[src/rtl/bd_flit_packer_pkg.sv]
// Shared widths, state encoding and word-to-chunk selection for the BD flit packer.
package bd_flit_packer_pkg;

  localparam int FLIT_W   = 11;
  localparam int TAIL_BIT = 10;
  localparam int WORD_W   = 21;
  localparam int ROUTE_W  = 10;
  localparam int CHUNK_W  = 10;

  // HOLD_C: the held flit is committed to the wire; HOLD_W: it has gone, the word has not come yet.
  typedef enum logic [2:0] {
    ST_IDLE,
    ST_HDR,
    ST_C0,
    ST_C1,
    ST_HOLD,
    ST_HOLD_C,
    ST_HOLD_W,
    ST_TAIL
  } state_e;

  typedef enum logic [1:0] {
    CH0,
    CH1,
    CH2
  } chunk_e;

  function automatic logic [CHUNK_W-1:0] chunk_sel(input logic [WORD_W-1:0] w, input chunk_e idx);
    logic [CHUNK_W-1:0] c;
    case (idx)
      CH0:     c = w[9:0];
      CH1:     c = w[19:10];
      default: c = {9'b0, w[20]};
    endcase
    return c;
  endfunction

endpackage

[src/rtl/bd_flit_packer_if.sv]
// Word-in / flit-out handshake bundle; the packer uses the slave view, the environment the master view.
interface bd_flit_packer_if;
  import bd_flit_packer_pkg::*;

  logic [WORD_W-1:0] in_data;
  logic              in_valid;
  logic              in_ready;
  logic [FLIT_W-1:0] out_flit;
  logic              out_valid;
  logic              out_ready;

  modport master (
    output in_data, in_valid, out_ready,
    input  in_ready, out_flit, out_valid
  );

  modport slave (
    input  in_data, in_valid, out_ready,
    output in_ready, out_flit, out_valid
  );
endinterface

[src/rtl/bd_flit_packer.sv]
// Packs BD words into routed flit packets: header, then three flits per word, with the
// last flit of each word held back until it is known whether it carries the tail.
module bd_flit_packer
  import bd_flit_packer_pkg::*;
#(
  parameter int MAX_WORDS    = 4,
  parameter int FLUSH_CYCLES = 16
) (
  input  logic               clk,
  input  logic               reset,
  input  logic [ROUTE_W-1:0] route,
  bd_flit_packer_if.slave    bus,
  output logic               busy
);

  localparam logic [3:0] WCNT_MAX  = 4'(MAX_WORDS);
  localparam logic [7:0] IDLE_LAST = 8'(FLUSH_CYCLES - 1);

  state_e             state;
  logic [WORD_W-1:0]  word_q;
  logic [ROUTE_W-1:0] route_q;
  logic [3:0]         wcnt_q;
  logic [7:0]         idle_q;

  logic              in_ready;
  logic              out_valid;
  logic [FLIT_W-1:0] out_flit;
  logic              accept;
  logic              flit_done;

  assign accept    = bus.in_valid && in_ready;
  assign flit_done = out_valid && bus.out_ready;

  // NOTE: every output gets a default before the case so no path leaves one unassigned (no latches).
  always_comb begin
    in_ready  = 1'b0;
    out_valid = 1'b0;
    out_flit  = '0;
    unique case (state)
      ST_IDLE: in_ready = 1'b1;
      ST_HDR: begin
        out_valid = 1'b1;
        out_flit  = {1'b0, route_q};
      end
      ST_C0: begin
        out_valid = 1'b1;
        out_flit  = {1'b0, chunk_sel(word_q, CH0)};
      end
      ST_C1: begin
        out_valid = 1'b1;
        out_flit  = {1'b0, chunk_sel(word_q, CH1)};
      end
      // Uncommitted: a waiting word is what makes the held flit a non-tail flit.
      ST_HOLD: begin
        out_flit = {1'b0, chunk_sel(word_q, CH2)};
        if (bus.in_valid) begin
          out_valid = 1'b1;
          in_ready  = bus.out_ready;
        end
      end
      ST_HOLD_C: begin
        out_valid = 1'b1;
        in_ready  = bus.out_ready;
        out_flit  = {1'b0, chunk_sel(word_q, CH2)};
      end
      ST_HOLD_W: in_ready = 1'b1;
      ST_TAIL: begin
        out_valid = 1'b1;
        out_flit  = {1'b1, chunk_sel(word_q, CH2)};
      end
      default: ;
    endcase
  end

  assign bus.in_ready  = in_ready;
  assign bus.out_valid = out_valid;
  assign bus.out_flit  = out_flit;
  assign busy          = (state != ST_IDLE);

  // NOTE: sequential state uses non-blocking assignments so every register samples pre-edge values.
  always_ff @(posedge clk or posedge reset) begin
    if (reset) begin
      state   <= ST_IDLE;
      word_q  <= '0;
      route_q <= '0;
      wcnt_q  <= '0;
      idle_q  <= '0;
    end else begin
      unique case (state)
        ST_IDLE: if (accept) begin
          word_q  <= bus.in_data;
          route_q <= route;
          wcnt_q  <= 4'd1;
          state   <= ST_HDR;
        end
        ST_HDR: if (flit_done) state <= ST_C0;
        ST_C0:  if (flit_done) state <= ST_C1;
        ST_C1: if (flit_done) begin
          if (wcnt_q == WCNT_MAX) begin
            state <= ST_TAIL;
          end else begin
            state  <= ST_HOLD;
            idle_q <= '0;
          end
        end
        ST_HOLD: begin
          if (accept) begin
            word_q <= bus.in_data;
            wcnt_q <= wcnt_q + 4'd1;
            state  <= ST_C0;
          end else if (bus.in_valid) begin
            state <= ST_HOLD_C;
          end else begin
            idle_q <= idle_q + 8'd1;
            if (idle_q == IDLE_LAST) state <= ST_TAIL;
          end
        end
        // Once committed the packet continues; the flush timer no longer applies.
        ST_HOLD_C: begin
          if (accept) begin
            word_q <= bus.in_data;
            wcnt_q <= wcnt_q + 4'd1;
            state  <= ST_C0;
          end else if (flit_done) begin
            state <= ST_HOLD_W;
          end
        end
        ST_HOLD_W: if (accept) begin
          word_q <= bus.in_data;
          wcnt_q <= wcnt_q + 4'd1;
          state  <= ST_C0;
        end
        ST_TAIL: if (flit_done) state <= ST_IDLE;
        default: state <= ST_IDLE;
      endcase
    end
  end

endmodule

[src/flat_wrapper.sv]
// flat-port wrapper written by rule: the top's interface ports become plain ports
module bd_flit_packer_flat import bd_flit_packer_pkg::*;
#(
  parameter int MAX_WORDS    = 4,
  parameter int FLUSH_CYCLES = 16
)
  (clk, reset, route, busy, bus_in_data, bus_in_valid, bus_out_ready, bus_in_ready, bus_out_flit, bus_out_valid);
  bd_flit_packer_if bus_i ();
  input  logic clk;
  input  logic reset;
  input  logic [ROUTE_W-1:0] route;
  output logic busy;
  input wire logic [$bits(bus_i.in_data)-1:0] bus_in_data;
  input wire logic [$bits(bus_i.in_valid)-1:0] bus_in_valid;
  input wire logic [$bits(bus_i.out_ready)-1:0] bus_out_ready;
  output wire logic [$bits(bus_i.in_ready)-1:0] bus_in_ready;
  output wire logic [$bits(bus_i.out_flit)-1:0] bus_out_flit;
  output wire logic [$bits(bus_i.out_valid)-1:0] bus_out_valid;
  assign bus_i.in_data = bus_in_data;
  assign bus_i.in_valid = bus_in_valid;
  assign bus_i.out_ready = bus_out_ready;
  assign bus_in_ready = bus_i.in_ready;
  assign bus_out_flit = bus_i.out_flit;
  assign bus_out_valid = bus_i.out_valid;
  bd_flit_packer #(.MAX_WORDS(MAX_WORDS), .FLUSH_CYCLES(FLUSH_CYCLES)) u_core (.clk(clk), .reset(reset), .route(route), .bus(bus_i), .busy(busy));
endmodule
[config.mk]
export PLATFORM = sky130hd
export DESIGN_NAME = bd_flit_packer_flat
export DESIGN_NICKNAME = d
export VERILOG_FILES = /design/src/rtl/bd_flit_packer_pkg.sv /design/src/rtl/bd_flit_packer_if.sv /design/src/rtl/bd_flit_packer.sv /design/src/flat_wrapper.sv
export SDC_FILE = /design/constraint.sdc
export NUM_CORES = 1
export LEC_CHECK = 0
export ABC_AREA = 0
export CAP_MARGIN = 0
export CORE_MARGIN = 2
export CORE_UTILIZATION = 48
export CTS_BUF_LIST = sky130_fd_sc_hd__clkbuf_8
export DETAILED_ROUTE_END_ITERATION = 7
export GPL_TIMING_DRIVEN = 0
export PLACE_DENSITY = 0.78
export SYNTH_ARGS = -nofsm -noshare
export SYNTH_HDL_FRONTEND = slang
export SYNTH_SLANG_ARGS = --single-unit
[constraint.sdc]
create_clock -name clk -period 1.91 [get_ports clk]
set_clock_uncertainty 0.1 [all_clocks]
set_input_delay 0.2865 -clock clk [delete_from_list [all_inputs] [get_ports clk]]
set_output_delay 0.2865 -clock clk [all_outputs]
set_load 0.01 [all_outputs]
# Word-level counts from Yosys, hierarchy flattened
# Index checks and enable logic that the tools add are counted.
# classes
n_reduce_logical	16
add_sub_neg	2
eq_ne	21
muxes	26
# op_table
operator	count
one-hot mux 11 bit (5 select lines)	1
2-to-1 mux 3 bit	11
2-to-1 mux 8 bit	4
one-hot mux 3 bit (8 select lines)	1
one-hot mux 8 bit (2 select lines)	1
!= test 2 x 1 -> 1 bit, second input constant	7
== test 3 bit, second input constant	4
adder 8 x 1 -> 8 bit, second input constant	1
== test 8 x 4 -> 1 bit, second input constant	1
2-to-1 mux 4 bit	2
one-hot mux 4 bit (2 select lines)	1
AND reduction 8 bit	1
== test 3 x 2 -> 1 bit, second input constant	2
!= test 2 bit, second input constant	3
AND reduction 5 bit	1
OR reduction 5 bit	1
adder 4 x 1 -> 4 bit, second input constant	1
== test 4 x 3 -> 1 bit, second input constant	1
!= test 4 x 2 -> 1 bit, second input constant	1
AND reduction 2 bit	2
nonzero test 2 bit	2
OR reduction 2 bit	2
OR reduction 4 bit	1
== test 3 x 1 -> 1 bit, second input constant	1
10 further kinds	12
# totals
input_bits	35
reg_bits	46

# Depth between registers and ports, before layout
# Gate-level depths: netlist of the first run.
# depth
ltp_word	7
mapped_depth	7
mapped_depth_nobuf	6

# Worst setup path after synthesis of the first run
# Ideal clock, no wire load.
# synth_timing
path_kind	flip-flop to flip-flop
from	register u_core.state[1]
to	register u_core.word_q[10]
path_buffers	3
arrival_time_ns	1.578
slack_ns	0.107
setup_time_ns	0.125
t_required_ns	1.685
stages_incl_launch_ff	7
period_less_slack_ns	1.803
cell_sequence	dfrtp_1 buf_6 nor2b_4 o311ai_4 buf_6 buf_12 mux2_4
# synth_via
elab_chain_cells	5
word_cells_on_any_way	9
classes_between	eq/ne (3); mux (1); reduce/logical (5)
# synth_lines
item	line_no	text
start: declaration	bd_flit_packer.sv:19	state_e state;
start signal: assignment	bd_flit_packer.sv:83	state <= ST_IDLE;
start signal: assignment	bd_flit_packer.sv:94	state <= ST_HDR;
start signal: assignment	bd_flit_packer.sv:96	ST_HDR: if (flit_done) state <= ST_C0;
== test 3 bit / zero test 3 bit (equally long branches)	bd_flit_packer.sv:39, bd_flit_packer.sv:89	
OR reduction 2 bit (no source line)	-	
one-hot mux 1 bit (3 select lines)	bd_flit_packer.sv:39	unique case (state)
logical AND 1 bit	bd_flit_packer.sv:31	assign accept = bus.in_valid && in_ready;
AND reduction 2 bit (no source line) *	-	
end signal: assignment	bd_flit_packer.sv:91	word_q <= bus.in_data;
end signal: assignment	bd_flit_packer.sv:108	word_q <= bus.in_data;
end signal: assignment	bd_flit_packer.sv:121	word_q <= bus.in_data;
end: declaration	bd_flit_packer.sv:20	logic [WORD_W-1:0] word_q;
# Every way passes the cells marked *; elsewhere a longest branch is shown, timed or not.
# A chain may end at the register's enable or synchronous reset.

# Worst setup path after layout of the first run
# layout_timing
from	register u_core.state[0]
to	output port bus_out_flit[3]
# layout_via
elab_chain_cells	3
word_cells_on_any_way	8
classes_between	eq/ne (6); mux (1); reduce/logical (1)
# layout_lines
item	line_no	text
== test 3 bit	bd_flit_packer.sv:39	
OR reduction 2 bit (no source line)	-	
one-hot mux 11 bit (5 select lines) *	bd_flit_packer.sv:39	
end: declaration	flat_wrapper.sv:17	output wire logic [$bits(bus_i.out_flit)-1:0] bus_out_flit;
# Marked as above.

==> summary.md, run 1 <==
| Metric | Value |
|---|---|
| Outcome | finished, violations left |
| Failing checks | setup timing |
| Period utilization | 113% |
| Worst r2r src | u_core.state[0]$_DFFE_PP0P_ |
| Pleak | 1.69 nW |
| Root Buffer | clkbuf_8 |
| # fillers | 328 |
| Reg-to-Reg End | u_core.route_q[6]$_DFFE_PP0P_ |
| Worst hold path type | input port to asynchronous set/reset pin |
| Mapped Nets | 257 |
| Slew Viols, Final | 0 |
| RSZ-0062 raised after global routing | yes |
| Global route hottest layer | met2 |
| Min Tclk post-route | 2150 ps |
| Final wirelength | 6950 um |
| Max VDD drop | 0.00115 V |
| Initial antenna violation count | 0 |
| Final instance area | 0.00368 mm^2 |
| Synth unique cells | 43 |
| Fmax | 465 MHz |
| CP startpoint | u_core.state[0]$_DFFE_PP0P_ |
| Critical Path AT | 1770 ps |
| Largest net degree at the start of global routing | 38 |
| CP Launch Type | flip-flop |
| Slew margin rel. | 71.7% |
| NumNets Final | 345 |
| Syn Area/Cell | 11.4 um^2 |
| Die area | 0.00579 mm^2 |
| GRT Total Usage | 21.0% |
| Minimum hold slack | 115 ps |
| Worst Tran Pin Value | 423 ps |
| Clock share of power | 10.0% |
| Max-cap check violation count | 0 |
| DRC Markers | 0 |
| Combinational share of power | 60.8% |
| Area leader, netlist | dfrtp_1 |
| Die height | 76.1 um |
| CTS Buf Count | 5 |
| Post-Syn Instances | 219 |
| #FFs+latches synth | 46 |
| # setup viols final | 40 |
| Layout cells sized above 1 | 44.3% |
| Switching Share | 36.5% |
| Drt first pass iters | 4 |
| Remaining antenna violation count | 0 |
| Critical Path Fanout Max | 8 |
| CTS clk-pin slew, worst paths | 90 ps |
| R2r setup slk | -110 ps |
| Met1 Track Usage GR | 25.9% |
| P_int | 0.00363 W |
| Max Root-Sink Buffers | 2 |
| Vias after detailed routing | 2139 |
| Top-area cell type share of the netlist area | 46.1% |
| WS Path Type | flip-flop to output pin |
| Skew-Pair Late Insertion Delay | 300 ps |
| Final count of hold timing violations | 0 |
| Die W | 76.1 um |
| H-Tree Depth | 2 |
| Final worst slack | -242 ps |
| EDFF count, synth | 0 |
| IO Port Bufs | 47 |
| CTS tree | built |
| Core Region | 0.00507 mm^2 |
| Wire length of the first global-routing pass | 9760 um |
| P per Cell Area | 1560 mW/mm^2 |
| Dpl cell area | 0.00307 mm^2 |
| Initial core utilization | 49.2% |
| Top_reg_cell synth | dfrtp_1 |
| Register share of total power | 29.1% |
| M3 GR Usage | 4.98% |
| Critical path required time | 1520 ps |
| GPL Wtd Cong | 0.771 |
| # diodes | 0 |
| Area grow syn2layout | 47.4% |
| Crit end category | output pin |
| Ys Warns | 0 |
| Vias in the first global route | 2057 |
| I/O Pins | 49 |
| DR WL/cell | 18.4 um |
| Seq/Total Area, Yosys | 46.1% |
| Asr flop ratio synth | 100% |
| Num Clock Sinks | 46 |
| Post-CTS Hold Buffers | 0 |
| Violation count after the first detailed-route iteration | 118 |
| Net load switching power | 0.00209 W |
| Largest cells by area after synthesis | dfrtp_1, mux2_2, mux2_4 |
| Post-Syn Area | 0.00250 mm^2 |
| # rows | 26 |
| Crit path to | bus_out_flit[3] |
| Gr ovfl total | 0 |
| Vias per cell | 5.67 |
| Met2 GRT Util | 36.2% |
| R2R depth | 8 |
| Post-DP HPWL | 3720 um |
[critical path, stage by stage, from the launching register on]
cell and delay, ps:
dfrtp_1 370, buf_6 140, buf_8 140, buf_4 110, mux2_2 320, a22oi_1 180, nor2_1 70, buf_2 140
[how the worst min path moves through the flow]
stage                                          to  depth (start not counted)
floorplan           u_core.word_q[10]$_DFFE_PP0P_                          1
global placement    u_core.word_q[11]$_DFFE_PP0P_                          1
detailed placement   u_core.word_q[6]$_DFFE_PP0P_                          1
CTS                  u_core.idle_q[2]$_DFFE_PP0P_                          2
global route         u_core.idle_q[2]$_DFFE_PP0P_                          2
finish               u_core.idle_q[7]$_DFFE_PP0P_                          2
[per-layer routing]
metal	wire [um]	up-vias
li1	-	970
met1	2830	1050
met2	3430	92
met3	420	27
met4	267	0
met5	0	-
[layout by cell type, fill, tap and decap left out, types with 5 or more instances in the layout]
cell             count
dfrtp_1             45
clkdlybuf4s50_1     32
mux2_4              29
buf_4               21
nor2_1              17
mux2_2              12
buf_2               11
buf_6               10
nand2_1             10
a22oi_2              9
nand3_1              7
inv_1                6
clkbuf_2             6
clkbuf_8             6
o21ai_0              6
o21ai_1              5
[synthesized netlist by cell type (4+ instances only)]
| cell type | number |
|---|---|
| a21oi_1 | 4 |
| nor2_1 | 18 |
| inv_1 | 8 |
| mux2_2 | 28 |
| a22oi_1 | 10 |
| mux2_4 | 13 |
| nor2b_1 | 6 |
| o21bai_1 | 4 |
| nand3_1 | 7 |
| dfrtp_1 | 46 |
| nand2_1 | 10 |
| o21ai_0 | 12 |
| nor3_1 | 4 |
| clkbuf_1 | 6 |
[what timing repair did]
item,CTS,global route
buffers inserted,12,17
endpoints found under the setup margin,37,53
cloned,0,7
resized for setup,73,57
pin swaps,1,8
[logic make-up after synthesis]
family	share of synthesized area, %
muxes	20.5
adders and majority gates	1.50
DFF	46.1
and+or+nand+nor	13.2
AOI/OAI and AO/OA	13.4
buffers and inverters	5.31
[metrics by stage]
step / total power [W] / setup TNS, ps / util, % / std cells / setup slack (ps)
CTS: 0.00493 / -1350 / 65.6 / 355 / -223
detailed placement: 0.00412 / -17190 / 60.6 / 337 / -618
floorplan: 0.00330 / 0 / - / 219 / 107
global route: 0.00602 / -5060 / 72.5 / 377 / -304
global placement: 0.00406 / -42040 / 60.2 / 336 / -552
finish: 0.00572 / -2790 / 72.5 / 377 / -242
[sequential cells by signal (all words and copies together), names as in the netlist]
| name | flops |
|---|---|
| u_core.wcnt_q | 4 |
| u_core.word_q | 21 |
| u_core.route_q | 10 |
| u_core.idle_q | 8 |
| u_core.state | 3 |
[area by class of cell]
cell class	count	area, um^2	area share (%)
sequential	46	1150	31.3
timing repair buffer	82	790	21.5
inverter	8	30.0	0.816
buffer	13	156	4.25
clock inverter	2	10.0	0.272
tap	70	87.6	2.38
clock buffer	5	68.8	1.87
multi-input combinational	151	1380	37.6
[power by group through the flow]
stage | sequential, W | combinational (W) | clock (W)
after global routing | 0.00170 | 0.00370 | 0.000619
after global placement | 0.00159 | 0.00247 | 0
after floorplan | 0.00154 | 0.00176 | 0
final | 0.00167 | 0.00348 | 0.000573
after detailed placement | 0.00160 | 0.00251 | 0
after CTS | 0.00162 | 0.00273 | 0.000577
(Power assumes the default switching activity.)
==> run 2, diff against run 1 <==
--- a/config.mk
+++ b/config.mk
@@ -8,11 +8,13 @@
 export ABC_AREA = 0
 export CAP_MARGIN = 0
 export CORE_MARGIN = 2
-export CORE_UTILIZATION = 48
+export CORE_UTILIZATION = 55
 export CTS_BUF_LIST = sky130_fd_sc_hd__clkbuf_8
 export DETAILED_ROUTE_END_ITERATION = 7
+export DONT_BUFFER_PORTS = 1
 export GPL_TIMING_DRIVEN = 0
-export PLACE_DENSITY = 0.78
+export PLACE_DENSITY = 0.73
+export SLEW_MARGIN = 10
 export SYNTH_ARGS = -nofsm -noshare
 export SYNTH_HDL_FRONTEND = slang
 export SYNTH_SLANG_ARGS = --single-unit
==> run 2 against run 1 <==
  * Sequential share of layout area grew 7.0 points
  * The flow still finishes with violations (setup timing)
  * Non-clock buffer count shrank 65
  * Global-route usage grew 0.77 points
==> summary.md, run 2 (synthesized netlist as in run 1, its figures left out) <==
| Metric | Value |
|---|---|
| GRT Total Usage | 21.8% (was 21.0%) |
| Initial core utilization | 57.3% (was 49.2%) |
| Metal2 WL | 2560 um (was 3430 um) |
| Max VDD drop | 0.00100 V (was 0.00115 V) |
| R2R depth | 6 (was 8) |
| Final count of hold timing violations | 0 (unchanged) |
| RSZ-0062 raised after global routing | yes (unchanged) |
| Area grow syn2layout | 20.5% (was 47.4%) |
| Critical path required time | 2000 ps (was 1520 ps) |
| Remaining antenna violation count | 0 (unchanged) |
| Core Region | 0.00435 mm^2 (was 0.00507 mm^2) |
| CP Launch Type | flip-flop (unchanged) |
| Worst hold path type | input port to flip-flop (was input port to asynchronous set/reset pin) |
| Slew Viols, Final | 0 (unchanged) |
| Crit end category | flip-flop (was output pin) |
| Vias in the first global route | 1677 (was 2057) |
| Wire length of the first global-routing pass | 8510 um (was 9760 um) |
| Critical Path AT | 2010 ps (was 1770 ps) |
| Vias per cell | 5.98 (was 5.67) |
| Pleak | 1.36 nW (was 1.69 nW) |
| Violation count after the first detailed-route iteration | 145 (was 118) |
| Layout cells sized above 1 | 43.0% (was 44.3%) |
| Wire length on met3 | 335 um (was 420 um) |
| I/O Pins | 49 (unchanged) |
| # fillers | 285 (was 328) |
| Largest Register | u_core.word_q (unchanged) |
| Highest metal layer with signal wires | met4 (unchanged) |
| Worst Tran Pin Value | 371 ps (was 423 ps) |
| Max Root-Sink Buffers | 2 (unchanged) |
| Critical Path Fanout Max | 10 (was 8) |
| NumNets Final | 279 (was 345) |
| Gr ovfl total | 0 (unchanged) |
| # rows | 24 (was 26) |
| Die height | 71.4 um (was 76.1 um) |
| Initial antenna violation count | 0 (unchanged) |
| Final wirelength | 5430 um (was 6950 um) |
| P per Cell Area | 1640 mW/mm^2 (was 1560 mW/mm^2) |
| Final setup TNS | -44.1 ps (was -2790 ps) |
| Max reg flops | 21 (unchanged) |
| Largest net degree at the start of global routing | 35 (was 38) |
| # diodes | 0 (unchanged) |
| Top flop regs | u_core.word_q: 21 flops, u_core.route_q: 10 flops, u_core.idle_q: 8 flops (unchanged) |
| Commonest non-fill, non-tap cell in the layout | dfrtp_1 (unchanged) |
| # setup viols final | 7 (was 40) |
| Num Clock Sinks | 46 (unchanged) |
| GPL Wtd Cong | 0.800 (was 0.771) |
| Dpl cell area | 0.00258 mm^2 (was 0.00307 mm^2) |
| Die area | 0.00509 mm^2 (was 0.00579 mm^2) |
| CTS Buf Count | 5 (unchanged) |
| H-Tree Depth | 2 (unchanged) |
| Slew margin rel. | 75.3% (was 71.7%) |
| Post-DP HPWL | 3400 um (was 3720 um) |
| Root Buffer | clkbuf_8 (unchanged) |
| Failing checks | setup timing (unchanged) |
| IO Port Bufs | 0 (was 47) |
| Min-Delay Path Depth | 1 |
| Min Tclk post-route | 1920 ps (was 2150 ps) |
| Outcome | finished, violations left (unchanged) |
| Total Power | 0.00493 W (was 0.00572 W) |
| Vias after detailed routing | 1758 (was 2139) |
| Commonest non-fill, non-tap cells in the layout | dfrtp_1, mux2_4, mux2_2 (was dfrtp_1, clkdlybuf4s50_1, mux2_4) |
| CTS tree | built (unchanged) |
| DRT met1 WL | 2470 um (was 2830 um) |
| Fmax | 520 MHz (was 465 MHz) |
| Period utilization | 101% (was 113%) |
| Final instance area | 0.00301 mm^2 (was 0.00368 mm^2) |
| Max-cap check violation count | 0 (unchanged) |
| WS Path Type | flip-flop to flip-flop (was flip-flop to output pin) |
| DRC Markers | 0 (unchanged) |
| Drt first pass iters | 4 (unchanged) |
| DR WL/cell | 18.5 um (was 18.4 um) |
| Skew-Pair Late Insertion Delay | 300 ps (about the same) |
| Final worst slack | -12.6 ps (was -242 ps) |
| Die W | 71.4 um (was 76.1 um) |
| CTS clk-pin slew, worst paths | 90 ps (about the same) |
-- run 2: cell types whose count changed in the layout (fill, tap and decap cells not counted), sizes merged --
cell           delta
clkdlybuf4s50    -32
buf              -27
clkbuf            -5
a21oi             -1
clkinv            -1
dlygate4sd2       -1
dlygate4sd3       +1
inv               +1
-- run 2: report_power, final --
group	total (W)	internal [W]	switching, W
Clock	0.000609	0.000287	0.000322
Combinational	0.00269	0.00147	0.00121
Sequential	0.00163	0.00137	0.000257
Total	0.00493	0.00313	0.00179
-- run 2: repair_timing --
action / in CTS / in global routing
hold buffers: 1 / 0
endpoints found under the hold margin: 12 / 0
setup endpoints to repair: 35 / 48
cloned: 0 / 1
buffers inserted: 6 / 7
gates resized for setup: 23 / 31
pin swaps: 4 / 5
-- run 2: critical path: stages (launching register included) --
cell and delay [ps]:
dfrtp_1 400, buf_6 150, nor2b_4 140, o311ai_4 340, buf_6 220, clkbuf_16 170, mux2_4 290
-- run 2: through the flow --
stage                     instances  setup slack, ps  hold slack, ps  utilization, %
after floorplan                 219              107             335               -
after global placement          271             -113             335            58.8
after detailed placement        272             -111            30.9            59.3
after CTS                       287            -8.96            18.6            64.9
after global routing            294            -54.8            11.9            69.1
final                           294            -12.6            28.3            69.1
-- run 2: path summary, 6_finish.rpt --
| path | from | endpoint | slack (ps) |
|---|---|---|---|
| setup reg to reg | u_core.state[1]$_DFFE_PP0P_ | u_core.word_q[3]$_DFFE_PP0P_ | -10 |
| hold / removal | bus_in_data[0] | u_core.word_q[0]$_DFFE_PP0P_ | 30 |
| hold reg to reg | u_core.word_q[12]$_DFFE_PP0P_ | u_core.word_q[12]$_DFFE_PP0P_ | 410 |
| setup / recovery | u_core.state[1]$_DFFE_PP0P_ | u_core.word_q[3]$_DFFE_PP0P_ | -10 |
| min in group asynchronous | reset | u_core.word_q[13]$_DFFE_PP0P_ | 280 |
| max in group asynchronous | reset | u_core.word_q[11]$_DFFE_PP0P_ | 960 |
-- run 2: layout make-up --
type	instances	area, um^2	share of cell area, %
Buffer	14	159	5.29
Multi-Input combinational cell	150	1330	44.2
Sequential cell	46	1150	38.3
Inverter	8	30.0	0.999
Timing Repair Buffer	16	181	6.03
Tap cell	52	65.1	2.16
Clock inverter	2	8.76	0.291
Clock buffer	6	82.6	2.75
-- run 2: metal layers --
layer  vias to the layer above  track usage (%)
met4                         0             5.66
li1                        838                -
met2                        53             33.8
met1                       859             30.0
met3                         8             6.61
met5                         -                0
==> run 3, diff against run 2 <==
--- a/config.mk
+++ b/config.mk
@@ -6,7 +6,6 @@
 export NUM_CORES = 1
 export LEC_CHECK = 0
 export ABC_AREA = 0
-export CAP_MARGIN = 0
 export CORE_MARGIN = 2
 export CORE_UTILIZATION = 55
 export CTS_BUF_LIST = sky130_fd_sc_hd__clkbuf_8
==> results of run 3 <==
No change in the layout: final DEF, timing and power equal those of run 2.
